### config.mk
export PLATFORM = sky130hd
export DESIGN_NAME = traffic_light_sequencer
export DESIGN_NICKNAME = d
export VERILOG_FILES = /design/src/rtl/traffic_light_sequencer.sv
export SDC_FILE = /design/constraint.sdc
export NUM_CORES = 1
export LEC_CHECK = 0
export CAP_MARGIN = 20
export CELL_PAD_IN_SITES_DETAIL_PLACEMENT = 1
export CELL_PAD_IN_SITES_GLOBAL_PLACEMENT = 2
export CORE_MARGIN = 3
export CORE_UTILIZATION = 30
export CTS_CLUSTER_DIAMETER = 120
export DETAILED_ROUTE_END_ITERATION = 12
export HOLD_SLACK_MARGIN = 0.12
export PLACE_DENSITY_LB_ADDON = 0.15
export SETUP_SLACK_MARGIN = 0.5
export SLEW_MARGIN = 20
export SYNTH_ARGS = -nofsm -noshare
export SYNTH_HDL_FRONTEND = slang
export SYNTH_SLANG_ARGS = --single-unit
export TNS_END_PERCENT = 20
### constraint.sdc
create_clock -name i_clk -period 2.2 [get_ports i_clk]
set_input_delay 0.44 -clock i_clk [delete_from_list [all_inputs] [get_ports i_clk]]
set_output_delay 0.44 -clock i_clk [all_outputs]
set_load 0.1 [all_outputs]
### src/rtl/traffic_light_sequencer.sv
// traffic_light_sequencer: timed RED->GREEN->YELLOW phase sequencer with ped shortening and fault override
// Ports: i_clk/i_rst (async, active-high), i_en tick enable, i_ped_req pedestrian request,
//        i_fault fault level; o_state 00 RED/01 GREEN/10 YELLOW/11 FAULT, o_remaining
//        enabled cycles left minus 1, o_phase_done new-phase pulse, o_ped_ack service pulse.
module traffic_light_sequencer #(
  parameter int CNT_W     = 8,
  parameter int RED_T     = 8,
  parameter int GREEN_T   = 10,
  parameter int YELLOW_T  = 3,
  parameter int MIN_GREEN = 4
) (
  input  logic             i_clk,
  input  logic             i_rst,
  input  logic             i_en,
  input  logic             i_ped_req,
  input  logic             i_fault,
  output logic [1:0]       o_state,
  output logic [CNT_W-1:0] o_remaining,
  output logic             o_phase_done,
  output logic             o_ped_ack
);
  localparam logic [1:0] S_RED    = 2'b00;
  localparam logic [1:0] S_GREEN  = 2'b01;
  localparam logic [1:0] S_YELLOW = 2'b10;
  localparam logic [1:0] S_FAULT  = 2'b11;
  localparam logic [CNT_W-1:0] L_RED = CNT_W'(RED_T - 1);
  localparam logic [CNT_W-1:0] L_GREEN = CNT_W'(GREEN_T - 1);
  localparam logic [CNT_W-1:0] L_YELLOW = CNT_W'(YELLOW_T - 1);
  localparam logic [CNT_W-1:0] L_CUT = CNT_W'(GREEN_T - MIN_GREEN);
  logic [1:0]       r_state;
  logic [CNT_W-1:0] r_rem;
  logic             r_done;
  logic             r_ack;
  logic             r_pend;
  logic             w_pend;
  logic             w_adv;
  logic [1:0]       w_nxt;
  logic [CNT_W-1:0] w_load;
  // A request arriving this cycle counts as pending for both the GREEN cut and the YELLOW->RED ack.
  always_comb begin
    w_pend = r_pend | i_ped_req;
    w_adv  = i_en && (r_rem == '0 || (r_state == S_GREEN && w_pend && r_rem <= L_CUT));
    w_nxt  = r_state == S_RED ? S_GREEN : r_state == S_GREEN ? S_YELLOW : S_RED;
    w_load = r_state == S_RED ? L_GREEN : r_state == S_GREEN ? L_YELLOW : L_RED;
  end
  always_ff @(posedge i_clk or posedge i_rst) begin
    if (i_rst) begin
      r_state <= S_RED;
      r_rem   <= L_RED;
      r_done  <= 1'b0;
      r_ack   <= 1'b0;
      r_pend  <= 1'b0;
    end else begin
      r_done <= 1'b0;
      r_ack  <= 1'b0;
      r_pend <= w_pend;
      if (i_fault) begin
        r_state <= S_FAULT;
      end else if (r_state == S_FAULT) begin
        r_state <= S_RED;
        r_rem   <= L_RED;
      end else if (w_adv) begin
        r_state <= w_nxt;
        r_rem   <= w_load;
        r_done  <= 1'b1;
        if (r_state == S_YELLOW) begin
          r_ack  <= w_pend;
          r_pend <= 1'b0;
        end
      end else if (i_en) begin
        r_rem <= r_rem - 1'b1;
      end
    end
  end
  assign o_state      = r_state;
  assign o_remaining  = r_rem;
  assign o_phase_done = r_done;
  assign o_ped_ack    = r_ack;
endmodule

# ---- Yosys cells after proc, flatten, opt, wreduce, memory -nomap -nowiden
# Cells that the tools add are included.
# W data, S select, Z words.
dict set report op_classes {
  div_mod_pow 0
  n_shift 0
  n_addsub 1
  multipliers 0
  bitwise 2
  n_mux 21
  n_eq_ne 3
  magnitude_cmp 1
  n_reduce_logical 9
}
# cell n
set op_table {}
lappend op_table {{$mux W8} 3}
lappend op_table {{$mux W1} 11}
lappend op_table {{$mux W2} 5}
lappend op_table {{$le A8 B3 Y1 const B} 1}
lappend op_table {{$logic_not A8 Y1} 1}
lappend op_table {{$sub A8 B1 Y8 const B} 1}
lappend op_table {{$reduce_bool A3 Y1} 2}
lappend op_table {{$eq A2 B2 Y1 const B} 2}
lappend op_table {{$mux W4} 1}
lappend op_table {{$logic_and A1 B1 Y1} 3}
lappend op_table {{$mux W3} 1}
lappend op_table {{$eq A2 B1 Y1 const B} 1}
lappend op_table {{$logic_not A2 Y1} 1}
lappend op_table {{$reduce_and A2 Y1} 1}
lappend op_table {{$logic_or A1 B1 Y1} 1}
lappend op_table {{$not A1 Y1} 1}
lappend op_table {{$or A1 B1 Y1} 1}
dict set report word_totals {
  mem_bits_rw 0
  mem_bits_ro 0
  latch_bits 0
  mem_count 0
  input_bits 5
  wordCells 42
  ff_bits 13
  output_inout_bits 12
}

# ---- Depth between registers and ports, before layout
# Gate-level depths: netlist (run 1).
dict set report depth {
  word_depth 8
  mapped_depth 7
  depth_no_buf 7
}

# ---- Worst setup path after synthesis (run 1)
# OpenSTA, ideal clock, no wires.
dict set report synth_timing {
  kind {reg-to-reg}
  startpoint {reg r_rem[0], in the netlist o_remaining[0]}
  endpoint {reg r_rem[7], in the netlist o_remaining[7]}
  required_time_ns 2.094
  arrival_time_ns 2.139
  path_stages_with_launch 7
  setup_ns 0.106
  path_slack_ns -0.045
  path_buffers 0
  period_less_slack_ns 2.245
  path_cell_list {dfstp_2 > inv_1 > ha_1 > a22o_1 > o211ai_4 > nand2_1 > o41ai_2}
}
dict set report synth_between {
  elab_chain_len 6
  elab_cells_between_ends 11
  classes_between {add/sub: 1; order compare: 1; mux: 3; reduce/logical: 6}
}
# element line_no
set synth_lines {}
lappend synth_lines {{start, declared} 31} ;# logic [CNT_W-1:0] r_rem;
lappend synth_lines {{start signal, assigned} 64} ;# r_rem <= w_load;
lappend synth_lines {{start signal, assigned} 71} ;# r_rem <= r_rem - 1'b1;
lappend synth_lines {{$le A8 B3 Y1} 42} ;# w_adv = i_en && (r_rem == '0 || (r_state == S_GREEN && w_pend && r_rem <= L_CUT));
lappend synth_lines {{$logic_and A1 B1 Y1} 42}
lappend synth_lines {{$logic_or A1 B1 Y1} 42}
lappend synth_lines {{$logic_and A1 B1 Y1} 42}
lappend synth_lines {{$reduce_bool A3 Y1 (no line) or $mux W8 (tied branches)} -}
lappend synth_lines {{$reduce_and A2 Y1 (no line) or $mux W8 (tied branches)} -}
# Parallel ways exist; a longest one is shown, timed or not. The select of a mux whose other input is x is not followed.
# A chain may end at the register's enable or synchronous reset.

# ---- Worst setup path in the final report (run 1)
dict set report layout_timing {
  startpoint {in i_en}
  endpoint {reg r_rem[0], in the netlist o_remaining[0]}
}
dict set report layout_between {
  elab_chain_len 3
  elab_cells_between_ends 5
  classes_between {mux: 2; reduce/logical: 3}
}
# element line_no
set layout_lines {}
lappend layout_lines {{start, declared} 14} ;# input logic i_en,
lappend layout_lines {{$logic_and A1 B1 Y1} 42}
lappend layout_lines {{$reduce_bool A3 Y1 (no line) or $mux W8 (tied branches)} -}
lappend layout_lines {{$reduce_and A2 Y1 (no line) or $mux W8 (tied branches)} -}
# Parallel ways exist; a longest one is shown, timed or not.

==> flow_summary.yaml, run 1 <==
outcome:
  status: "finished clean"
routing:
  drt_pass1_iterations: 4
  wire_per_inst_um: 16.78
  via_per_inst: 5.410
  drt_wl_total_um: 2333
  drtAntennaViolNets: 0
  dr_total_vias: 752
  drcViolationCount: 0
  drtIter0Drc: 15
clock_network:
  cts_buffers: 3
  cts_tree: "built"
  clockBufferDepth: 2
  insertion_delay_ns: 0.28
  clkSlewWorstSetupHoldPaths_ns: 0.08
  cts-root-buf: "clkbuf_4"
  clock_sinks: 13
  htree_levels: 1
synthesis:
  synth_edf_count: 0
  ys_types: 39
  muxShareOfSynthArea: 0
  synth_area_leaders: "dfrtp_1 (31%), dfstp_2 (9.8%), ha_1 (4.6%), nand2_1 (4.6%), a211o_1 (3.3%)"
  yosysSeqAreaShare: 0.4071
  synth-seq-cells: 13
  synthAdderAreaFrac: 0.04644
  synth_area_um2: 808.3
  synth_top_family_by_area: "simple AND/OR/NAND/NOR gates"
  syn-num-nets: 89
  synth_simple_gate_area_share: 0.2616
  async_flop_share: 1.000
  postSynthCellCount: 81
  synth_top_cell_by_area: "dfrtp_1"
  synth_ff_type: "dfrtp_1"
  synth_top_area_share: 0.3096
  ys_warn_count: 0
  synthXorXnorAreaFrac: 0
  syn_avg_cell_area_um2: 9.979
  synth_compound_area_frac: 0.2508
sta:
  grt_setup_unrepaired: "true"
  fmax_mhz: 586.0
  setup_viol: 0
  fin_skew_ns: 0.008084
  slew_headroom: 0.6540
  timing.hold.ws_ns: 0.4878
  setup_tns_ns: 0
  slew_violations: 0
  worst_pin_slew_ns: 0.5184
  hold_viol_final: 0
  period_minus_slack_ns: 1.706
  fin_crit_sh: 0.7757
power_and_ir_drop:
  p_per_area_nw_per_um2: 1311
  p_comb_frac: 0.630
  power_leakage_uw: 0.0004838
  intPower_uw: 716.7
  sw_frac_of_total: 0.5344
  p_switching_uw: 822.4
  ir_drop_v: 0.0008080
  pwr-share-clk: 0.097
  power_frac_seq: 0.273
run:
  drv_cap: 0
finish:
  area_growth_pct: 45.20
  fin_nets: 118
  antenna_cells: 0
  drive_gt1_frac: 0.4679
floorplan:
  dieHeight_um: 57.91
  coreArea_um2: 2522
  start_util: 0.3204
  dieArea_um2: 3353
  rows: 18
  die_w_um: 57.91
  io_pins: 17
hold_path:
  hold_path.class: "primary input to asynchronous set/reset pin"
critical_path:
  setup.worst_path.start_class: "primary input"
  cp.arrival_ns: 1.91
  crit_buf_inv: 1
  cp_cell_sequence: "clkdlybuf4s50_1 -> and3b_2 -> a31oi_1 -> a211oi_2 -> a211o_1"
  crit_path_top_delay_cell: "clkdlybuf4s50_1"
  critPathKind: "primary input to flop"
  cp.required_ns: 2.40
  crit_family: "compound AO/OA/AOI/OAI gates"
  critPathMaxFanout: 4
  cpPeakStageDelay_ns: 0.47
  setup.worst_path.end_class: "flop"
global_route:
  grt_usage: 0.1603
  grt_max_degree: 14
  grt_pass1_vias: 818
  grt_overflow_total: 0
  grt_pass1_wl_um: 4050
  grt_antenna_before_repair: 0
placed_design:
  port_buffers: 16
  gp_congestion: 0.7092
  dp_hpwl_um: 1729
layout by cell type (no fill, tap or decap), types with 4 or more instances in the layout:
master            n
nand2_1           9
dfrtp_2           6
buf_4            17
nor3_1            5
a21oi_1           4
clkdlybuf4s50_1   4
inv_1             4
cell usage after synthesis (2+ instances only):
cell     instances
dfrtp_1         10
nand2_1         10
inv_1            6
nor3_1           5
a21oi_1          4
a211o_1          3
dfstp_2          3
ha_1             3
and2_1           2
nand3_1          2
nor2_1           2
o21ai_0          2
o22ai_1          2
or3_1            2
flip-flops by register name, indices dropped and copies added (netlist names):
register and flops:
o_ped_ack 1, o_phase_done 1, o_state 2, r_pend 1, o_remaining 8
metrics by stage:
stage               utilization  total power (uW)  area [um^2]  cells  setup WS [ns]
floorplan                     -              1062        853.3     81         0.3455
global placement         0.4236              1305         1069    128         0.2405
detailed placement       0.4236              1309         1069    128         0.2009
CTS                      0.4603              1545         1161    139         0.4753
global route             0.4653              1628         1174    139         0.4066
finish                   0.4653              1539         1174    139         0.4935
metal layers:
layer / up-vias / GRT usage / routed length [um]
li1: 369 / - / -
met4: 0 / 0.03642 / 14
met2: 14 / 0.2726 / 1136
met1: 367 / 0.1989 / 1093
met5: - / 0 / 0
met3: 2 / 0.04900 / 87
cells by family after synthesis:
logic type               count (synthesis)
AND/OR/NAND/NOR                         34
adder cells (fa/ha/maj)                  3
flip-flops                              13
AO/OA/AOI/OAI                           24
buffers and inverters                    7
final cells by class:
class / count / area (um^2)
Multi-Input combinational cell: 62 / 503.0
Timing Repair Buffer: 24 / 227.7
Tap cell: 30 / 37.54
Fill cell: 288 / 1349
Clock buffer: 4 / 26.28
Inverter: 6 / 27.53
Sequential cell: 13 / 351.6
power groups by stage:
stage | Sequential [uW] | Clock (uW) | Combinational (uW)
final | 421 | 149 | 969
after global placement | 460 | 0 | 845
after CTS | 422 | 157 | 965
after detailed placement | 465 | 0 | 844
after global routing | 432 | 174 | 1020
after floorplan | 837 | 0 | 225
path summary, 6_finish.rpt:
| kind | from | endpoint | slack (ns) | depth (start not counted) |
|---|---|---|---|---|
| worst max-delay path | i_en | o_remaining[0] | 0.49 | 5 |
| worst min-delay path | i_rst | o_remaining[3] | 0.49 | 2 |
| worst max register to register | o_remaining[6] | o_remaining[1] | 0.49 | 5 |
| worst min register to register | o_remaining[7] | o_remaining[7] | 0.50 | 1 |
| max in group asynchronous | i_rst | o_remaining[3] | 1.33 | 2 |
| min in group i_clk | o_remaining[7] | o_remaining[7] | 0.50 | 1 |
repair_timing:
action | 4_1_cts | 5_1_grt
cloned | 1 | 0
endpoints found under the hold margin | 0 | 0
pin swaps | 5 | 1
setup buffers | 6 | 0
resized for setup | 2 | 2
hold buffers | 0 | 0
setup endpoints to repair | 12 | 14
No activity file was read; power rests on OpenSTA's default activity.
==> run 2: changes to the inputs <==
--- a/config.mk
+++ b/config.mk
@@ -9,7 +9,7 @@
 export CELL_PAD_IN_SITES_DETAIL_PLACEMENT = 1
 export CELL_PAD_IN_SITES_GLOBAL_PLACEMENT = 2
 export CORE_MARGIN = 3
-export CORE_UTILIZATION = 30
+export CORE_UTILIZATION = 27
 export CTS_CLUSTER_DIAMETER = 120
 export DETAILED_ROUTE_END_ITERATION = 12
 export HOLD_SLACK_MARGIN = 0.12
==> constraint.sdc (replaced) <==
create_clock -name i_clk -period 1.45 [get_ports i_clk]
set_input_delay 0.29 -clock i_clk [delete_from_list [all_inputs] [get_ports i_clk]]
set_output_delay 0.29 -clock i_clk [all_outputs]
set_load 0.1 [all_outputs]
==> run 2 against run 1 <==
Net effect: the run now ends with setup timing left; critical path depth unchanged; final cell count grew 15%; die area rose by 9.9%; global-route usage grew 1.8 points; design area up 27%; wire length grew 22%; register-to-register slack got worse by 0.78 ns; power rose by 80%; first-iteration DRC count grew 73%.
==> flow_summary.yaml, run 2 (synthesis gave the netlist of run 1 again) <==
clock_network:
  clkSlewWorstSetupHoldPaths_ns: 0.10
  cts-root-buf: "clkbuf_4"
  cts_buffers: 3
  postCtsHoldBufs: 0
  clockBufferDepth: 2
  cts_tree: "built"
  clock_sinks: 13
  insertion_delay_ns: 0.29
  htree_levels: 1
critical_path:
  setup.worst_path.end_class: "flop"
  worstRegToRegCells: 5
  cp_cell_sequence: "inv_4 -> ha_4 -> a22o_4 -> o211a_4 -> a221o_1"
  setup.worst_path.start_class: "flop"
  cp.required_ns: 1.62
  cp.arrival_ns: 1.91
  critPathKind: "flop to flop"
  critPathMaxFanout: 4
  cp.depth: 5
  crit_family: "compound AO/OA/AOI/OAI gates"
  cpPeakStageDelay_ns: 0.66
  crit_path_top_delay_cell: "dfstp_4"
  crit_buf_inv: 1
finish:
  fin_area_um2: 1488
  final_cells: 160
  final_common_cell: "buf_4"
  drive_gt1_frac: 0.5581
  antenna_cells: 0
  area_growth_pct: 84.06
  final_core_util: 0.5303
  largest_register_ffs: 8
  most-common-layout-cells: "buf_4 (20), buf_12 (12), nand2_1 (8), buf_6 (8), nor3_1 (5)"
  fin_nets: 138
floorplan:
  io_pins: 17
  dieArea_um2: 3686
  coreArea_um2: 2805
  dieHeight_um: 60.72
  start_util: 0.2881
  die_w_um: 60.72
  rows: 19
sta:
  hold_viol_final: 0
  fmax_mhz: 576.0
  fin_crit_sh: 1.197
  slew_headroom: 0.7572
  fin_skew_ns: 0.003452
  worst_slack_ns: -0.2860
  setup_viol: 16
  setup_tns_ns: -3.189
  period_minus_slack_ns: 1.736
  slew_violations: 0
  worst_pin_slew_ns: 0.3635
  grt_setup_unrepaired: "true"
routing:
  wl_met3_um: 103
  dr_total_vias: 853
  drt-met1-wl_um: 1274
  drtIter0Drc: 26
  via_per_inst: 5.331
  top_layer: "met4"
  drt_pass1_iterations: 4
  wire_per_inst_um: 17.72
  drtAntennaViolNets: 0
  drt_wl_total_um: 2835
  wl_met2_um: 1411
  drcViolationCount: 0
global_route:
  grt_usage: 0.1780
  grt_pass1_vias: 944
  grt_max_degree: 14
  grt_overflow_total: 0
  grt_antenna_before_repair: 0
  grt_pass1_wl_um: 4712
run:
  drv_cap: 0
power_and_ir_drop:
  ir_drop_v: 0.001344
  power_leakage_uw: 0.0006369
  p_per_area_nw_per_um2: 1862
hold_path:
  hold_path.class: "primary input to asynchronous set/reset pin"
placed_design:
  place_area_um2: 1368
  gp_congestion: 0.7631
  port_buffers: 16
  dp_hpwl_um: 2051
  dp_cells: 153
outcome:
  status: "finished with violations"
  violations: "setup timing"
run 2: report_power, final:
group	total [uW]	switching, uW	internal [uW]
Combinational	1900	1130	769
Clock	252	145	107
Sequential	622	106	516
Total	2770	1380	1390
run 2: per-layer routing:
| layer | vias up | global-route usage |
|---|---|---|
| met5 | - | 0 |
| met4 | 0 | 0.06502 |
| li1 | 405 | - |
| met3 | 5 | 0.02553 |
| met1 | 423 | 0.2276 |
| met2 | 20 | 0.3038 |
run 2: what timing repair did:
item	4_1_cts	5_1_grt
gates resized for setup	12	3
pin swaps	6	1
setup endpoints to repair	25	25
gates cloned	1	0
setup buffers	2	0
run 2: worst paths after layout:
check                                     from  slack (ns)        endpoint
worst max-delay path            o_remaining[1]       -0.29      o_state[1]
worst min-delay path                     i_rst        0.29  o_remaining[4]
worst max register to register  o_remaining[1]       -0.29      o_state[1]
worst min register to register          r_pend        0.52          r_pend
max in group asynchronous                i_rst        0.92  o_remaining[2]
min in group i_clk                      r_pend        0.52          r_pend
run 2: metrics by stage:
step                setup WS [ns]  hold WS [ns]  total power, uW
floorplan                 -0.4045        0.1646             1627
global route              -0.3314        0.3364             2888
CTS                       -0.2793        0.3047             2755
detailed placement        -0.3797        0.5078             2380
global placement          -0.3654        0.4914             2361
finish                    -0.2860        0.2911             2769
run 2: layout make-up:
type | instances | area [um^2]
clock buffers | 4 | 26.28
fillers | 305 | 1318
inverters | 6 | 27.53
multi-input cells | 62 | 518.0
flip-flops and latches | 13 | 356.6
well taps | 31 | 38.79
repair buffers | 44 | 520.5
run 2: worst reg2reg max path, cell delays in order, from the launching register on:
cell and delay (ns):
dfstp_4 0.66, inv_4 0.05, ha_4 0.16, a22o_4 0.27, o211a_4 0.17, a221o_1 0.32
